<file path="src/rtl/l2_pmem_burst_adaptor_pkg.sv">
// Shared cache constants, line/beat types and the burst adaptor state encoding.
package cache_pkg;

  localparam int LINE_W    = 256;
  localparam int BEAT_W    = 64;
  localparam int NUM_BEATS = LINE_W / BEAT_W;
  localparam int OFFSET_W  = 5;
  localparam int CNT_W     = $clog2(NUM_BEATS);

  typedef logic [LINE_W-1:0] line_t;
  typedef logic [BEAT_W-1:0] beat_t;
  typedef logic [CNT_W-1:0]  cnt_t;

  typedef enum logic [1:0] {
    IDLE  = 2'd0,
    READ  = 2'd1,
    WRITE = 2'd2,
    DONE  = 2'd3
  } adaptor_state_t;

endpackage

</file>
<file path="src/rtl/l2_pmem_burst_adaptor.sv">
// Whole-line L2 transfers to fixed-length 64-bit pmem bursts.
// Optional perf counters are built when L2_ADAPTOR_PERF_EN is defined.
module l2_pmem_burst_adaptor
  import cache_pkg::*;
(
  input  logic              clk,
  input  logic              rst_n,
  input  logic              l2_read,
  input  logic              l2_write,
  input  logic [31:0]       l2_address,
  input  logic [LINE_W-1:0] l2_wdata,
  output logic [LINE_W-1:0] l2_rdata,
  output logic              l2_resp,
  output logic              mem_read,
  output logic              mem_write,
  output logic [31:0]       mem_address,
  output logic [BEAT_W-1:0] mem_wdata,
  input  logic [BEAT_W-1:0] mem_rdata,
  input  logic              mem_resp,
  output logic [1:0]        dbg_state
`ifdef L2_ADAPTOR_PERF_EN
  ,
  output logic [31:0]       perf_reads,
  output logic [31:0]       perf_writes,
  output logic [31:0]       perf_stall_cycles
`endif
);

  // Handshake: a request is held from IDLE until l2_resp; each memory beat
  // is transferred in a READ/WRITE cycle where mem_resp is high.
  adaptor_state_t state_q, state_d;
  cnt_t           cnt_q, cnt_d;
  logic [31:0]    addr_q, addr_d;
  line_t          wline_q, wline_d;
  line_t          rline_q, rline_d;
  logic           last_beat;

  assign last_beat = (cnt_q == cnt_t'(NUM_BEATS - 1));

  always_comb begin
    state_d = state_q;
    cnt_d   = cnt_q;
    addr_d  = addr_q;
    wline_d = wline_q;
    rline_d = rline_q;
    case (state_q)
      IDLE: begin
        if (l2_write || l2_read) begin
          addr_d  = {l2_address[31:OFFSET_W], {OFFSET_W{1'b0}}};
          cnt_d   = '0;
          state_d = l2_write ? WRITE : READ;
          if (l2_write) wline_d = l2_wdata;
        end
      end
      READ: begin
        if (mem_resp) begin
          rline_d[int'(cnt_q)*BEAT_W +: BEAT_W] = mem_rdata;
          cnt_d = cnt_q + 1'b1;
          if (last_beat) state_d = DONE;
        end
      end
      WRITE: begin
        if (mem_resp) begin
          cnt_d = cnt_q + 1'b1;
          if (last_beat) state_d = DONE;
        end
      end
      default: state_d = IDLE;
    endcase
  end

  always_comb begin
    mem_read    = (state_q == READ);
    mem_write   = (state_q == WRITE);
    l2_resp     = (state_q == DONE);
    mem_address = addr_q;
    mem_wdata   = '0;
    if (state_q == WRITE) mem_wdata = wline_q[int'(cnt_q)*BEAT_W +: BEAT_W];
    l2_rdata    = rline_q;
    dbg_state   = state_q;
  end

`ifdef L2_ADAPTOR_PERF_EN
  logic [31:0] perf_reads_q, perf_writes_q, perf_stall_q;
  logic        wr_q;
  assign perf_reads        = perf_reads_q;
  assign perf_writes       = perf_writes_q;
  assign perf_stall_cycles = perf_stall_q;
`endif

  always_ff @(posedge clk) begin
    if (!rst_n) begin
      state_q <= IDLE;
      cnt_q   <= '0;
      addr_q  <= '0;
      wline_q <= '0;
      rline_q <= '0;
`ifdef L2_ADAPTOR_PERF_EN
      perf_reads_q  <= '0;
      perf_writes_q <= '0;
      perf_stall_q  <= '0;
      wr_q          <= 1'b0;
`endif
    end else begin
      state_q <= state_d;
      cnt_q   <= cnt_d;
      addr_q  <= addr_d;
      wline_q <= wline_d;
      rline_q <= rline_d;
`ifdef L2_ADAPTOR_PERF_EN
      if (state_q == IDLE && (l2_write || l2_read)) wr_q <= l2_write;
      // All counters saturate rather than wrap.
      if (state_q == DONE && !wr_q && perf_reads_q != '1)
        perf_reads_q <= perf_reads_q + 32'd1;
      if (state_q == DONE && wr_q && perf_writes_q != '1)
        perf_writes_q <= perf_writes_q + 32'd1;
      if ((state_q == READ || state_q == WRITE) && !mem_resp && perf_stall_q != '1)
        perf_stall_q <= perf_stall_q + 32'd1;
`endif
    end
  end

endmodule

</file>
<file path="config.mk">
export PLATFORM = sky130hd
export DESIGN_NAME = l2_pmem_burst_adaptor
export DESIGN_NICKNAME = d
export VERILOG_FILES = /design/src/rtl/l2_pmem_burst_adaptor_pkg.sv /design/src/rtl/l2_pmem_burst_adaptor.sv
export SDC_FILE = /design/constraint.sdc
export NUM_CORES = 1
export LEC_CHECK = 0
export CORE_AREA = 2 2 275 277
export CTS_BUF_LIST = sky130_fd_sc_hd__clkbuf_4 sky130_fd_sc_hd__clkbuf_8
export DETAILED_ROUTE_END_ITERATION = 8
export DIE_AREA = 0 0 277 279
export PLACE_DENSITY_LB_ADDON = 0.2
export SLEW_MARGIN = 10
export SYNTH_ARGS = -nofsm -noshare
export SYNTH_HDL_FRONTEND = slang
export SYNTH_SLANG_ARGS = --single-unit
</file>
<file path="constraint.sdc">
create_clock -name clk -period 3.7 [get_ports clk]
set_clock_uncertainty 0.15 [all_clocks]
set_input_delay 0.74 -clock clk [delete_from_list [all_inputs] [get_ports clk]]
set_output_delay 0.74 -clock clk [all_outputs]
set_load 0.01 [all_outputs]
</file>
* Yosys cells after proc, flatten, opt, wreduce, memory -nomap -nowiden
Index checks and enable logic that the tools add are counted.
Word-level totals: register bits 543, bits of input ports 357, output and inout bits 357, logic and storage cells 36
Cells by class: $add $sub $neg 2, eq/ne operators 7, shifts and indexed selects 3, mux-type cells 10, reductions and logical operators 9
Operator list (count):
- $bwmux 256 | 1
- $shift 64x33->256 const A | 1
- $shiftx 256x9->64 | 1
- $shiftx 64x33->256 | 1
- $mux 64 | 1
- $neg 8->33 | 1
- $mux 2 | 6
- $reduce_and 3->1 | 3
- $pmux 2 s2 | 2
- $eq 2x2->1 const B | 3
- $ne 2x1->1 const B | 2
- $reduce_and 2->1 | 2
- $add 2x1->2 const B | 1
- $eq 2x1->1 const B | 1
- $logic_not 2->1 | 1
- $ne 2x2->1 const B | 1
- $reduce_bool 2->1 | 1
- $reduce_or 2->1 | 1
- $logic_or 1x1->1 | 1

* Longest topological paths before layout
depth after elaboration 4, gate-level depth with buffers 10, gate-level depth less buffers 5

* Worst setup path after synthesis
No wires, ideal clock.
path type register to output, start reg cnt_q[0], end out mem_wdata[56], arrival 1.443 ns, data required time 2.810 ns, setup slack 1.367 ns, cell stages (with the launch flop) 6, buffers on the path 3, cell sequence dfxtp_1 -> buf_6 -> buf_12 -> buf_6 -> mux4_2 -> and2_1
On the way: longest elaborated chain between the ends 2
Ends and longest elaborated chain:
- start: declaration | RTL line l2_pmem_burst_adaptor.sv:32 | cnt_t cnt_q, cnt_d;
- start signal: assignment | RTL line l2_pmem_burst_adaptor.sv:106 | cnt_q <= cnt_d;
- $shiftx 256x9->64 | RTL line l2_pmem_burst_adaptor.sv:78 | if (state_q == WRITE) mem_wdata = wline_q[int'(cnt_q)*BEAT_W +: BEAT_W];
- $mux 64 | RTL line l2_pmem_burst_adaptor.sv:78
- end: declaration | RTL line l2_pmem_burst_adaptor.sv:17 | output logic [BEAT_W-1:0] mem_wdata,
Every way passes these cells.

* Worst setup path in the final report
start reg cnt_q[0], end out mem_wdata[9]
Same word-level chain as after synthesis.

==> run_results.csv <==
group,metric,value,unit
status,status,"complete, no violations",
floorplanning,coreArea,74100,um^2
critical_path,regToRegSetupSlack,0.93,ns
layout,mostFrequentLayoutCell,"clkdlybuf4s50_1",
critical_path,required,2.81,ns
timing,rsz0062_at_grt,"no",
pwr,leakage,11.5,nW
critical_path,crit_path_end_kind,"output port",
critical_path,critical-path-max-stage-delay,0.53,ns
global_route,grt_max_degree,222,
critical_path,crit_path_top_delay_cell,"clkdlybuf4s50_1",
detailed_routing,ant_nets,0,
timing,worst-slew-pin-transition,0.950,ns
pwr,total_power,17.9,mW
floorplanning,fp.dieW,277,um
critical_path,cp-start-kind,"flop",
clock_tree,clock_latency,0.67,ns
synth,postSynthAreaPerCell,9.33,um^2
timing,setup_viol,0,
layout,stdcell_area,32000,um^2
clock_tree,clk_pin_slew,0.05,ns
clock_tree,cts_hold_buffers,0,
synth,yosysSeqAreaShare,0.497,
pwr,p_per_area,558,nW/um^2
critical_path,path_class,"flop to output port",
critical_path,r2r_cells,7,
detailed_routing,detail_route.iter0.violations,1259,
detailed_routing,wl_met3,7350,um
timing,fin_tns_setup,0,ns
detailed_routing,vias,20000,
clock_tree,clockBufferDepth,3,
layout,drive_gt1_frac,0.115,
placement,io_buffers,703,
timing,hold_viol_final,0,
detailed_routing,wl_met2,42400,um
global_route,gr-total-overflow,0,
synth,synth_top_area_frac,0.497,
detailed_routing,firstDrtPassIters,5,
floorplanning,initial_core_util,0.296,
timing,slew_violations,0,
detailed_routing,post_drt_wl_per_cell,21.8,um
synth,yosysTopAreaCell,"dfxtp_1",
placement,gp_congestion,0.858,
synth,synth_cell_type_count,39,
critical_path,worst-path-buf-inv,2,
layout,area_growth,46.3,%
critical_path,path_depth,4,
floorplanning,dieArea,77300,um^2
layout,final_cell_mix,"clkdlybuf4s50_1 (702), nand2_1 (698), dfxtp_1 (541)",
clock_tree,numCtsBuffers,98,
detailed_routing,drc,0,
critical_path,crit_family,"buffers and inverters",
placement,hpwlAfterDp,61300,um
timing,min_period,3.54,ns
floorplanning,io_pins,714,
global_route,grt_pass1_vias,20200,
layout,fin_nets,3354,
critical_path,reg2reg_from,"cnt_q[0]",
min_path,hold_path.class,"flop to flop",
critical_path,r2r-end,"l2_rdata[13]",
critical_path,crit_chain,"buf_12 > mux4_2 > and2_1 > clkdlybuf4s50_1",
floorplanning,die_y,279,um
clock_tree,cts_tree,"built",
timing,fmax,283,MHz
global_route,grt_antenna_before_repair,14,
synth,synth_warnings,0,
detailed_routing,wl,88000,um
synth,synth_edf_count,0,
detailed_routing,viasPerCell,4.96,
detailed_routing,met1Wirelength,35400,um
critical_path,critPathCapture,"mem_wdata[9]",
critical_path,cp-startpoint,"cnt_q[0]",
synth,netlist_instances,2347,
timing,slew_headroom,0.367,
clock_tree,clock_sinks,543,
synth,ys_dominant_reg_cell,"dfxtp_1",
pwr,peakVddDrop,0.269,mV
floorplanning,rows,100,
clock_tree,htree_levels,3,
placement,placed_area,29800,um^2
detailed_routing,routed.top_layer,"met5",
timing,period_share,0.957,
job,maxCapViolCount,0,
synth,synth_area_leaders,"dfxtp_1 (50%), nand2_1 (12%), a21boi_0 (9.5%)",
synth,syn_area,21900,um^2
clock_tree,root_buffer,"clkbuf_8",
critical_path,crit_path_max_fanout,18,
critical_path,cp.arrival,2.65,ns
synth,synth-async-reset-ratio,0,
global_route,grt_use_total,0.220,
global_route,grt_first_pass_wirelength,130000,um
synth,ys_ff_latch,543,
-- state kept, by name, summed over array words and instances (netlist names) --
signal	cells
l2_rdata	256
mem_address	27
dbg_state	2
wline_q	256
cnt_q	2
-- routing by layer --
metal  global-route usage  up-vias
met1                0.260     9754
met4               0.0754       12
met5                    0        -
li1                     -     9403
met3               0.0747      172
met2                0.371      703
-- cells in the mapped netlist, types with 2 or more instances --
cell type	n
nand2_1	699
dfxtp_1	543
a21boi_0	276
clkbuf_1	117
nor2b_1	96
a32oi_1	91
buf_2	69
and2_1	65
mux4_2	64
o22ai_1	64
nand3_1	42
and3_1	39
o21ai_0	39
a31o_2	37
a32o_1	27
buf_4	21
ha_1	11
buf_1	10
a21boi_1	8
inv_1	4
mux2i_1	3
buf_6	2
buf_8	2
nor2_1	2
nor2_4	2
-- layout make-up --
cell class                 count  area [um^2]
fill                        7182        42000
sequential                   543        10900
multi-input combinational   1582        10000
timing repair buffer         757         7700
clock buffer                 156         1980
tap                          969         1210
clock inverter                21          219
antenna                        8         20.0
inverter                       4         15.0
-- worst min path at each step --
stage	start	endpoint	slack, ns	cells past startpoint
2_1_floorplan	wline_q[179]	wline_q[179]	0.28	2
3_3_place_gp	wline_q[182]	wline_q[182]	0.29	2
3_5_place_dp	wline_q[210]	wline_q[210]	0.30	2
4_1_cts	rst_n	l2_rdata[173]	0.29	3
5_1_grt	rst_n	l2_rdata[52]	0.32	2
6_report	wline_q[198]	wline_q[198]	0.31	2
-- through the flow --
stage	utilization	hold slack [ns]	instances	setup slack, ns
6_report	0.432	0.305	4040	0.160
5_1_grt	0.432	0.323	4037	0.00204
4_1_cts	0.432	0.287	4032	0.0220
3_5_place_dp	0.402	0.301	3851	0.519
3_3_place_gp	0.402	0.291	3851	0.612
2_1_floorplan	-	0.282	2351	1.37
-- repair_timing --
action	CTS	global route
endpoints found under the setup margin	46	0
gates resized for setup	1	0
buffers inserted	4	0
-- power by group --
part	total (mW)	switching, mW	internal (mW)
clock network	6.23	2.61	3.61
logic	4.85	2.81	2.04
registers	6.79	0.336	6.45
-- worst min-delay path, delay by kind of cell (launching register included) --
kind               cells  cell delay [ns]
AOI/OAI and AO/OA      1             0.05
DFF                    1             0.30
and+or+nand+nor        1             0.05
-- kinds of logic after synthesis --
family,Yosys count,synth area share
AO/OA/AOI/OAI,545,0.189
other,1,0.000171
AND/OR/NAND/NOR,954,0.192
adder cells (fa/ha/maj),11,0.00629
flip-flops,543,0.497
buffers and inverters,226,0.0488
multiplexers,67,0.0672
Note: power is estimated with default switching activity, not from simulation.
